==> config.mk <==
export PLATFORM = sky130hd
export DESIGN_NAME = cpu_ctrl_fsm_flat
export DESIGN_NICKNAME = d
export VERILOG_FILES = /design/src/rtl/cpu_ctrl_if.sv /design/src/rtl/cpu_ctrl_fsm.sv /design/src/flat_wrapper.sv
export SDC_FILE = /design/constraint.sdc
export NUM_CORES = 1
export LEC_CHECK = 0
export CAP_MARGIN = 20
export CORE_AREA = 3 3 40 42
export DETAILED_ROUTE_END_ITERATION = 16
export DIE_AREA = 0 0 43 45
export PLACE_DENSITY = 0.63
export SETUP_SLACK_MARGIN = 0.3
export SYNTH_ARGS = -nofsm -noshare
export SYNTH_HDL_FRONTEND = slang
export SYNTH_SLANG_ARGS = --single-unit
==> constraint.sdc <==
create_clock -name clk -period 2.5 [get_ports clk]
set_input_delay 0.25 -clock clk [delete_from_list [all_inputs] [get_ports clk]]
set_output_delay 0.25 -clock clk [all_outputs]
set_load 0.02 [all_outputs]
==> src/rtl/cpu_ctrl_if.sv <==
// Control bundle between the CPU control FSM (master) and the datapath (slave).
// Decoded opcode, branch and resume flags come in; datapath enables go out.
interface cpu_ctrl_if;
  logic [2:0] instr_type;
  logic       branch_cond;
  logic       resume;
  logic       PC_enable;
  logic       PC_load;
  logic       IR_enable;
  logic       R_enable;
  logic       ALU_Bus_enable;
  logic       reg_read;
  logic       mem_we;
  logic       halted;
  logic       illegal_op;
  logic [3:0] state_out;

  modport master (
    input  instr_type, branch_cond, resume,
    output PC_enable, PC_load, IR_enable, R_enable, ALU_Bus_enable,
           reg_read, mem_we, halted, illegal_op, state_out
  );

  modport slave (
    output instr_type, branch_cond, resume,
    input  PC_enable, PC_load, IR_enable, R_enable, ALU_Bus_enable,
           reg_read, mem_we, halted, illegal_op, state_out
  );
endinterface

==> src/rtl/cpu_ctrl_fsm.sv <==
// Multi-cycle CPU control FSM: fetch/decode/execute sequencing with
// configurable memory wait cycles, halt/resume and illegal-opcode stepping.
module cpu_ctrl_fsm #(
  parameter int unsigned MEM_WAIT = 1
) (
  input  logic       clk,
  input  logic       reset,
  cpu_ctrl_if.master bus
);

  localparam int unsigned WW = (MEM_WAIT > 0) ? $clog2(MEM_WAIT + 1) : 1;
  localparam logic [WW-1:0] FETCH_LAST = WW'(MEM_WAIT);
  localparam logic [WW-1:0] WAIT_LAST  = WW'((MEM_WAIT > 0) ? MEM_WAIT - 1 : 0);
  localparam logic [WW-1:0] WCNT_ONE   = WW'(1);

  typedef enum logic [3:0] {
    S_FETCH     = 4'd0,
    S_DECODE    = 4'd1,
    S_EXEC      = 4'd2,
    S_STORE     = 4'd3,
    S_LOAD_ADDR = 4'd4,
    S_LOAD_WAIT = 4'd5,
    S_LOAD_WB   = 4'd6,
    S_BRANCH    = 4'd7,
    S_ADVANCE   = 4'd8,
    S_HALT      = 4'd9
  } state_e;

  state_e        state_q;
  logic [WW-1:0] wcnt_q;

  // NOTE: state is updated with non-blocking assignments so every register
  // samples the pre-edge values; reset is synchronous and wins over all arcs.
  always_ff @(posedge clk) begin
    if (reset) begin
      state_q <= S_FETCH;
      wcnt_q  <= '0;
    end else begin
      wcnt_q <= '0;
      case (state_q)
        S_FETCH: begin
          if (wcnt_q == FETCH_LAST) state_q <= S_DECODE;
          else                      wcnt_q  <= wcnt_q + WCNT_ONE;
        end
        S_DECODE: begin
          unique case (bus.instr_type)
            3'b000:  state_q <= S_EXEC;
            3'b001:  state_q <= S_STORE;
            3'b010:  state_q <= S_LOAD_ADDR;
            3'b011:  state_q <= S_BRANCH;
            3'b100:  state_q <= S_HALT;
            default: state_q <= S_ADVANCE;
          endcase
        end
        S_LOAD_ADDR: state_q <= (MEM_WAIT > 0) ? S_LOAD_WAIT : S_LOAD_WB;
        S_LOAD_WAIT: begin
          if (wcnt_q == WAIT_LAST) state_q <= S_LOAD_WB;
          else                     wcnt_q  <= wcnt_q + WCNT_ONE;
        end
        S_HALT: begin
          // The exit step reuses the ADVANCE code; wcnt=1 marks it as a
          // resume rather than an illegal opcode.
          if (bus.resume) begin
            state_q <= S_ADVANCE;
            wcnt_q  <= WCNT_ONE;
          end
        end
        default: state_q <= S_FETCH;
      endcase
    end
  end

  // NOTE: every output gets a default before the case, so no latch can form.
  always_comb begin
    bus.PC_enable      = 1'b0;
    bus.PC_load        = 1'b0;
    bus.IR_enable      = 1'b0;
    bus.R_enable       = 1'b0;
    bus.ALU_Bus_enable = 1'b0;
    bus.reg_read       = 1'b0;
    bus.mem_we         = 1'b0;
    bus.halted         = 1'b0;
    bus.illegal_op     = 1'b0;
    bus.state_out      = state_q;
    case (state_q)
      S_FETCH: begin
        bus.ALU_Bus_enable = 1'b1;
        bus.IR_enable      = (wcnt_q == FETCH_LAST);
      end
      S_DECODE: bus.ALU_Bus_enable = 1'b1;
      S_EXEC: begin
        bus.PC_enable      = 1'b1;
        bus.R_enable       = 1'b1;
        bus.ALU_Bus_enable = 1'b1;
      end
      S_STORE: begin
        bus.PC_enable = 1'b1;
        bus.reg_read  = 1'b1;
        bus.mem_we    = 1'b1;
      end
      S_LOAD_ADDR: begin
        bus.PC_enable = 1'b1;
        bus.reg_read  = 1'b1;
      end
      S_LOAD_WAIT: bus.reg_read = 1'b1;
      S_LOAD_WB: begin
        bus.R_enable       = 1'b1;
        bus.reg_read       = 1'b1;
        bus.ALU_Bus_enable = 1'b1;
      end
      S_BRANCH: begin
        // Taken and not-taken are mutually exclusive PC actions.
        bus.ALU_Bus_enable = 1'b1;
        bus.PC_load        = bus.branch_cond;
        bus.PC_enable      = ~bus.branch_cond;
      end
      S_ADVANCE: begin
        bus.PC_enable  = 1'b1;
        bus.illegal_op = (wcnt_q == '0);
      end
      S_HALT: bus.halted = 1'b1;
      default: ;
    endcase
  end

endmodule
==> src/flat_wrapper.sv <==
// flat-port wrapper written by rule: the top's interface ports become plain ports
module cpu_ctrl_fsm_flat 
#(
  parameter int unsigned MEM_WAIT = 1
)
  (clk, reset, bus_instr_type, bus_branch_cond, bus_resume, bus_PC_enable, bus_PC_load, bus_IR_enable, bus_R_enable, bus_ALU_Bus_enable, bus_reg_read, bus_mem_we, bus_halted, bus_illegal_op, bus_state_out);
  cpu_ctrl_if bus_i ();
  input  logic clk;
  input  logic reset;
  input wire logic [$bits(bus_i.instr_type)-1:0] bus_instr_type;
  input wire logic [$bits(bus_i.branch_cond)-1:0] bus_branch_cond;
  input wire logic [$bits(bus_i.resume)-1:0] bus_resume;
  output wire logic [$bits(bus_i.PC_enable)-1:0] bus_PC_enable;
  output wire logic [$bits(bus_i.PC_load)-1:0] bus_PC_load;
  output wire logic [$bits(bus_i.IR_enable)-1:0] bus_IR_enable;
  output wire logic [$bits(bus_i.R_enable)-1:0] bus_R_enable;
  output wire logic [$bits(bus_i.ALU_Bus_enable)-1:0] bus_ALU_Bus_enable;
  output wire logic [$bits(bus_i.reg_read)-1:0] bus_reg_read;
  output wire logic [$bits(bus_i.mem_we)-1:0] bus_mem_we;
  output wire logic [$bits(bus_i.halted)-1:0] bus_halted;
  output wire logic [$bits(bus_i.illegal_op)-1:0] bus_illegal_op;
  output wire logic [$bits(bus_i.state_out)-1:0] bus_state_out;
  assign bus_i.instr_type = bus_instr_type;
  assign bus_i.branch_cond = bus_branch_cond;
  assign bus_i.resume = bus_resume;
  assign bus_PC_enable = bus_i.PC_enable;
  assign bus_PC_load = bus_i.PC_load;
  assign bus_IR_enable = bus_i.IR_enable;
  assign bus_R_enable = bus_i.R_enable;
  assign bus_ALU_Bus_enable = bus_i.ALU_Bus_enable;
  assign bus_reg_read = bus_i.reg_read;
  assign bus_mem_we = bus_i.mem_we;
  assign bus_halted = bus_i.halted;
  assign bus_illegal_op = bus_i.illegal_op;
  assign bus_state_out = bus_i.state_out;
  cpu_ctrl_fsm #(.MEM_WAIT(MEM_WAIT)) u_core (.clk(clk), .reset(reset), .bus(bus_i));
endmodule
==> Word-level counts from Yosys, hierarchy flattened <==
Index checks and enable logic that the tools add are counted.
{ "word_totals": {"reg_bits": 5, "in_bits": 7, "wordCells": 46} }
{ "op_classes": {"n_addsub": 1, "n_eq_ne": 16, "n_mux": 18, "bitwise_logic": 2, "reduce_logical": 7} }
{ "ops": {"columns": ["operator", "count"], "rows": [
  ["$pmux W4 S5", 2],
  ["$eq A4 B3 Y1 const B", 4],
  ["$mux W4", 3],
  ["$mux W1", 11],
  ["$eq A4 B2 Y1 const B", 2],
  ["$eq A4 B4 Y1 const B", 2],
  ["$reduce_or A4 Y1", 2],
  ["$eq A3 B2 Y1 const B", 2],
  ["$reduce_or A5 Y1", 1],
  ["$eq A4 B1 Y1 const B", 1],
  ["$logic_not A4 Y1", 1],
  ["$ne A2 B2 Y1 const B", 2],
  ["$eq A3 B1 Y1 const B", 1],
  ["$eq A3 B3 Y1 const B", 1],
  ["$logic_not A3 Y1", 1],
  ["$pmux W1 S3", 1],
  ["$reduce_and A3 Y1", 1],
  ["$ne A2 B1 Y1 const B", 1],
  ["$not A1 Y1", 2],
  ["$pmux W1 S2", 1],
  ["$reduce_or A2 Y1", 1],
  ["$add A1 B1 Y1 const B", 1]
]} }

==> Logic depth before layout (Yosys ltp) <==
{ "logic_depth": {"depth_word": 3, "ltp_mapped": 5, "depth_no_buf": 4} }

==> Worst setup path after synthesis <==
Ideal clock, no wire load.
{ "synth_timing": {"path_type": "register -> output", "startpoint": "reg u_core.state_q[0] (netlist: u_core.bus.state_out[0])", "endpoint": "out bus_illegal_op", "arrival_ns": 1.316, "required_ns": 2.250, "setup_slack_ns": 0.934, "path_stages_with_launch": 3, "n_path_buf": 1, "cell_sequence": "dfxtp_1 > buf_4 > nor4_1"} }
{ "synth_via": {"elab_chain_cells": 2} }
{ "synth_rtl": {"columns": ["element", "line_no", "source"], "rows": [
  ["start, declared", "cpu_ctrl_fsm.sv:29", "state_e state_q;"],
  ["start signal, assigned", "cpu_ctrl_fsm.sv:55", "S_LOAD_ADDR: state_q <= (MEM_WAIT > 0) ? S_LOAD_WAIT : S_LOAD_WB;"],
  ["$eq A4 B4 Y1", "cpu_ctrl_fsm.sv:85", "case (state_q)"],
  ["$mux W1", "cpu_ctrl_fsm.sv:85", null],
  ["end, declared", "flat_wrapper.sv:21", "output wire logic [$bits(bus_i.illegal_op)-1:0] bus_illegal_op;"]
]} }
No other way between the ends.

==> Worst setup path after layout <==
{ "layout_timing": {"startpoint": "reg u_core.state_q[0] (netlist: u_core.bus.state_out[0])", "endpoint": "out bus_PC_enable"} }
{ "layout_via": {"elab_chain_cells": 3, "word_cells_on_any_way": 7} }
{ "layout_rtl": {"columns": ["element", "line_no", "source"], "rows": [
  ["$eq A4 B2 Y1, or another cell as far along", "cpu_ctrl_fsm.sv:85", null],
  ["$reduce_or A4 Y1 (no line)", null, null],
  ["$pmux W1 S2 (*)", "cpu_ctrl_fsm.sv:85", null],
  ["end, declared", "flat_wrapper.sv:13", "output wire logic [$bits(bus_i.PC_enable)-1:0] bus_PC_enable;"]
]} }
Every way passes the cells marked *; elsewhere a longest branch is shown, timed or not.

==> metrics.yaml <==
route.detailed.drc: 0
path_class: "register to output port"
outcome: "complete, no violations"
first_iter_violations: 12
htree_num_levels: 1
core_area_um2: 1280
postCtsSetupBuffers: 0
slew_headroom: 0.781
area_delta_synth_final_pct: 59.3
crit_buf_inv: 1
die_area_um2: 1940
post-dp-hpwl_um: 721
syn_area_per_cell_um2: 7.41
place_ws_ns: 0.568
finalPower_mw: 0.326
cap_viol_max_count: 0
numPlacedInstances: 82
fillers: 142
whs_ns: 0.568
tns_ns: 0
cts_buffer_depth: 2
syn_inst: 51
clkLatencyLatePin_ns: 0.25
cts-root-buf: "clkbuf_4"
layoutNonFillerInstCount: 86
placed_area_um2: 572
port_buffers: 19
crit_path_max_fanout: 12
max_freq_mhz: 501
cts.clk_slew.worst_paths_ns: 0.05
io_pins: 20
dr.pass1.iters: 4
cts.sinks: 5
slew_viol_final: 0
setup_viol: 0
final_cell_mix: "clkdlybuf4s50_1 (19), nor2_1 (10), a21oi_1 (5)"
track_usage: 0.124
die_width_um: 43
synth_fp_nets: 58
grt_pass1_wl_um: 1710
required_ns: 2.25
routedWlPerCell_um: 11.8
detail-route-antenna-nets: 0
fin_ws_ns: 0.506
p_per_area_nw_per_um2: 542
reg2regPathDepth: 3
critPathLaunchType: "register"
r2r-end: "u_core.bus.state_out[1]"
layout.nets: 79
grt_max_degree: 18
clock_skew_ns: 0.00314
slowest_delay_ns: 0.62
antenna_found_initial: 0
synth_cell_type_count: 22
die_height_um: 45
drt-total-wl_um: 1010
tightest_slew_ns: 0.328
stdcell_area_um2: 602
synth.top_cell.area_share: 0.265
final_util: 0.468
layout_commonest_cell: "clkdlybuf4s50_1"
antenna_cells: 0
hold_violations: 0
r2r_start: "u_core.bus.state_out[3]"
hold_path_class: "register to register"
final_layout_size_suffix_gt1_frac: 0.155
grt-ovfl-total: 0
worstHoldPathCells: 1
place.gp.congestion: 0.823
peakVddDrop_mv: 0.266
r2r_setup_slack_ns: 1.19
worstHoldStart: "u_core.wcnt_q"
synth_top_area_cell: "dfxtp_1"
cp_top_family: "buffers and inverters"
fin_crit_sh: 0.798
worstHoldEndpoint: "u_core.bus.state_out[1]"
synth_area_leaders: "dfxtp_1 (26%), nor2_1 (9.9%), a21oi_1 (6.6%)"
start_util: 0.294
p_leak_nw: 0.204
arrival_ns: 1.74
grt_setup_unrepaired: "no"
grt_pass1_vias: 410
rows: 13
worstPathCellList: "nand2_2 > nor2_1 > a21oi_1 > o22ai_1 > clkdlybuf4s50_1"
ys_warn_count: 0
cp_slowest_cell: "clkdlybuf4s50_1"
fin_crit_ns: 1.99
synth-seq-cells: 5
cts_tree: "yes"
ys_seq_area_frac: 0.265
syn_area_um2: 378
num_vias: 438
numCtsBuffers: 3
endpoint_kind: "output port"
vias_per_cell: 5.09
## sequential cells by signal, summed over array words and instances, names as in the netlist
signal / cells
u_core.bus.state_out: 4
u_core.wcnt_q: 1
## how the worst max path moves through the flow
stage	start	endpoint	cells past startpoint	slack (ns)
after floorplan	u_core.bus.state_out[0]	bus_illegal_op	2	0.93
after global placement	u_core.bus.state_out[0]	bus_PC_enable	5	0.61
after detailed placement	u_core.bus.state_out[0]	bus_PC_enable	5	0.57
after CTS	u_core.bus.state_out[0]	bus_PC_enable	5	0.30
after global routing	u_core.bus.state_out[0]	bus_PC_enable	5	0.34
final	u_core.bus.state_out[0]	bus_PC_enable	5	0.51
## power by group
group / internal, mW / switching, mW / leakage, nW / total [mW]
sequential: 0.0899 / 0.0243 / 0.0422 / 0.114
clock: 0.0606 / 0.0366 / 0.0150 / 0.0972
combinational: 0.0620 / 0.0527 / 0.147 / 0.115
total: 0.212 / 0.114 / 0.204 / 0.326
## cell type report
class | count | area [um2] | area share
Clock buffer | 4 | 26.3 | 0.0437
Inverter | 2 | 7.51 | 0.0125
Multi-Input combinational cell | 40 | 248 | 0.412
Sequential cell | 5 | 104 | 0.173
Tap cell | 15 | 18.8 | 0.0312
Timing Repair Buffer | 20 | 198 | 0.328
## Yosys cell counts (all sizes together)
library cell	number
a2111oi	1
a21oi	5
a31oi	3
and3	1
buf	4
dfxtp	5
inv	2
mux2i	1
nand2	2
nand2b	4
nor2	10
nor3	3
nor3b	2
nor4	3
o22a	1
o22ai	1
o32ai	1
or3	1
xor2	1
## what timing repair did
action,CTS,global route
resized for setup,0,3
hold buffers,0,0
setup endpoints to repair,0,3
## kinds of logic (layout without fill, tap and decap cells)
kind of cell,Yosys count,in the layout,synth area share
and+or+nand+nor,26,26,0.387
AOI/OAI and AO/OA,12,12,0.219
buffers and inverters,6,26,0.0795
DFF,5,5,0.265
xor gates and xnor gates,1,1,0.0232
muxes,1,1,0.0265
## layer usage
layer / GRT usage / share of wire / vias up
li1: - / - / 224
met1: 0.145 / 0.46 / 193
met2: 0.168 / 0.42 / 16
met3: 0.0518 / 0.079 / 5
met4: 0.120 / 0.039 / 0
met5: 0 / 0 / -
(Power assumes the default switching activity.)
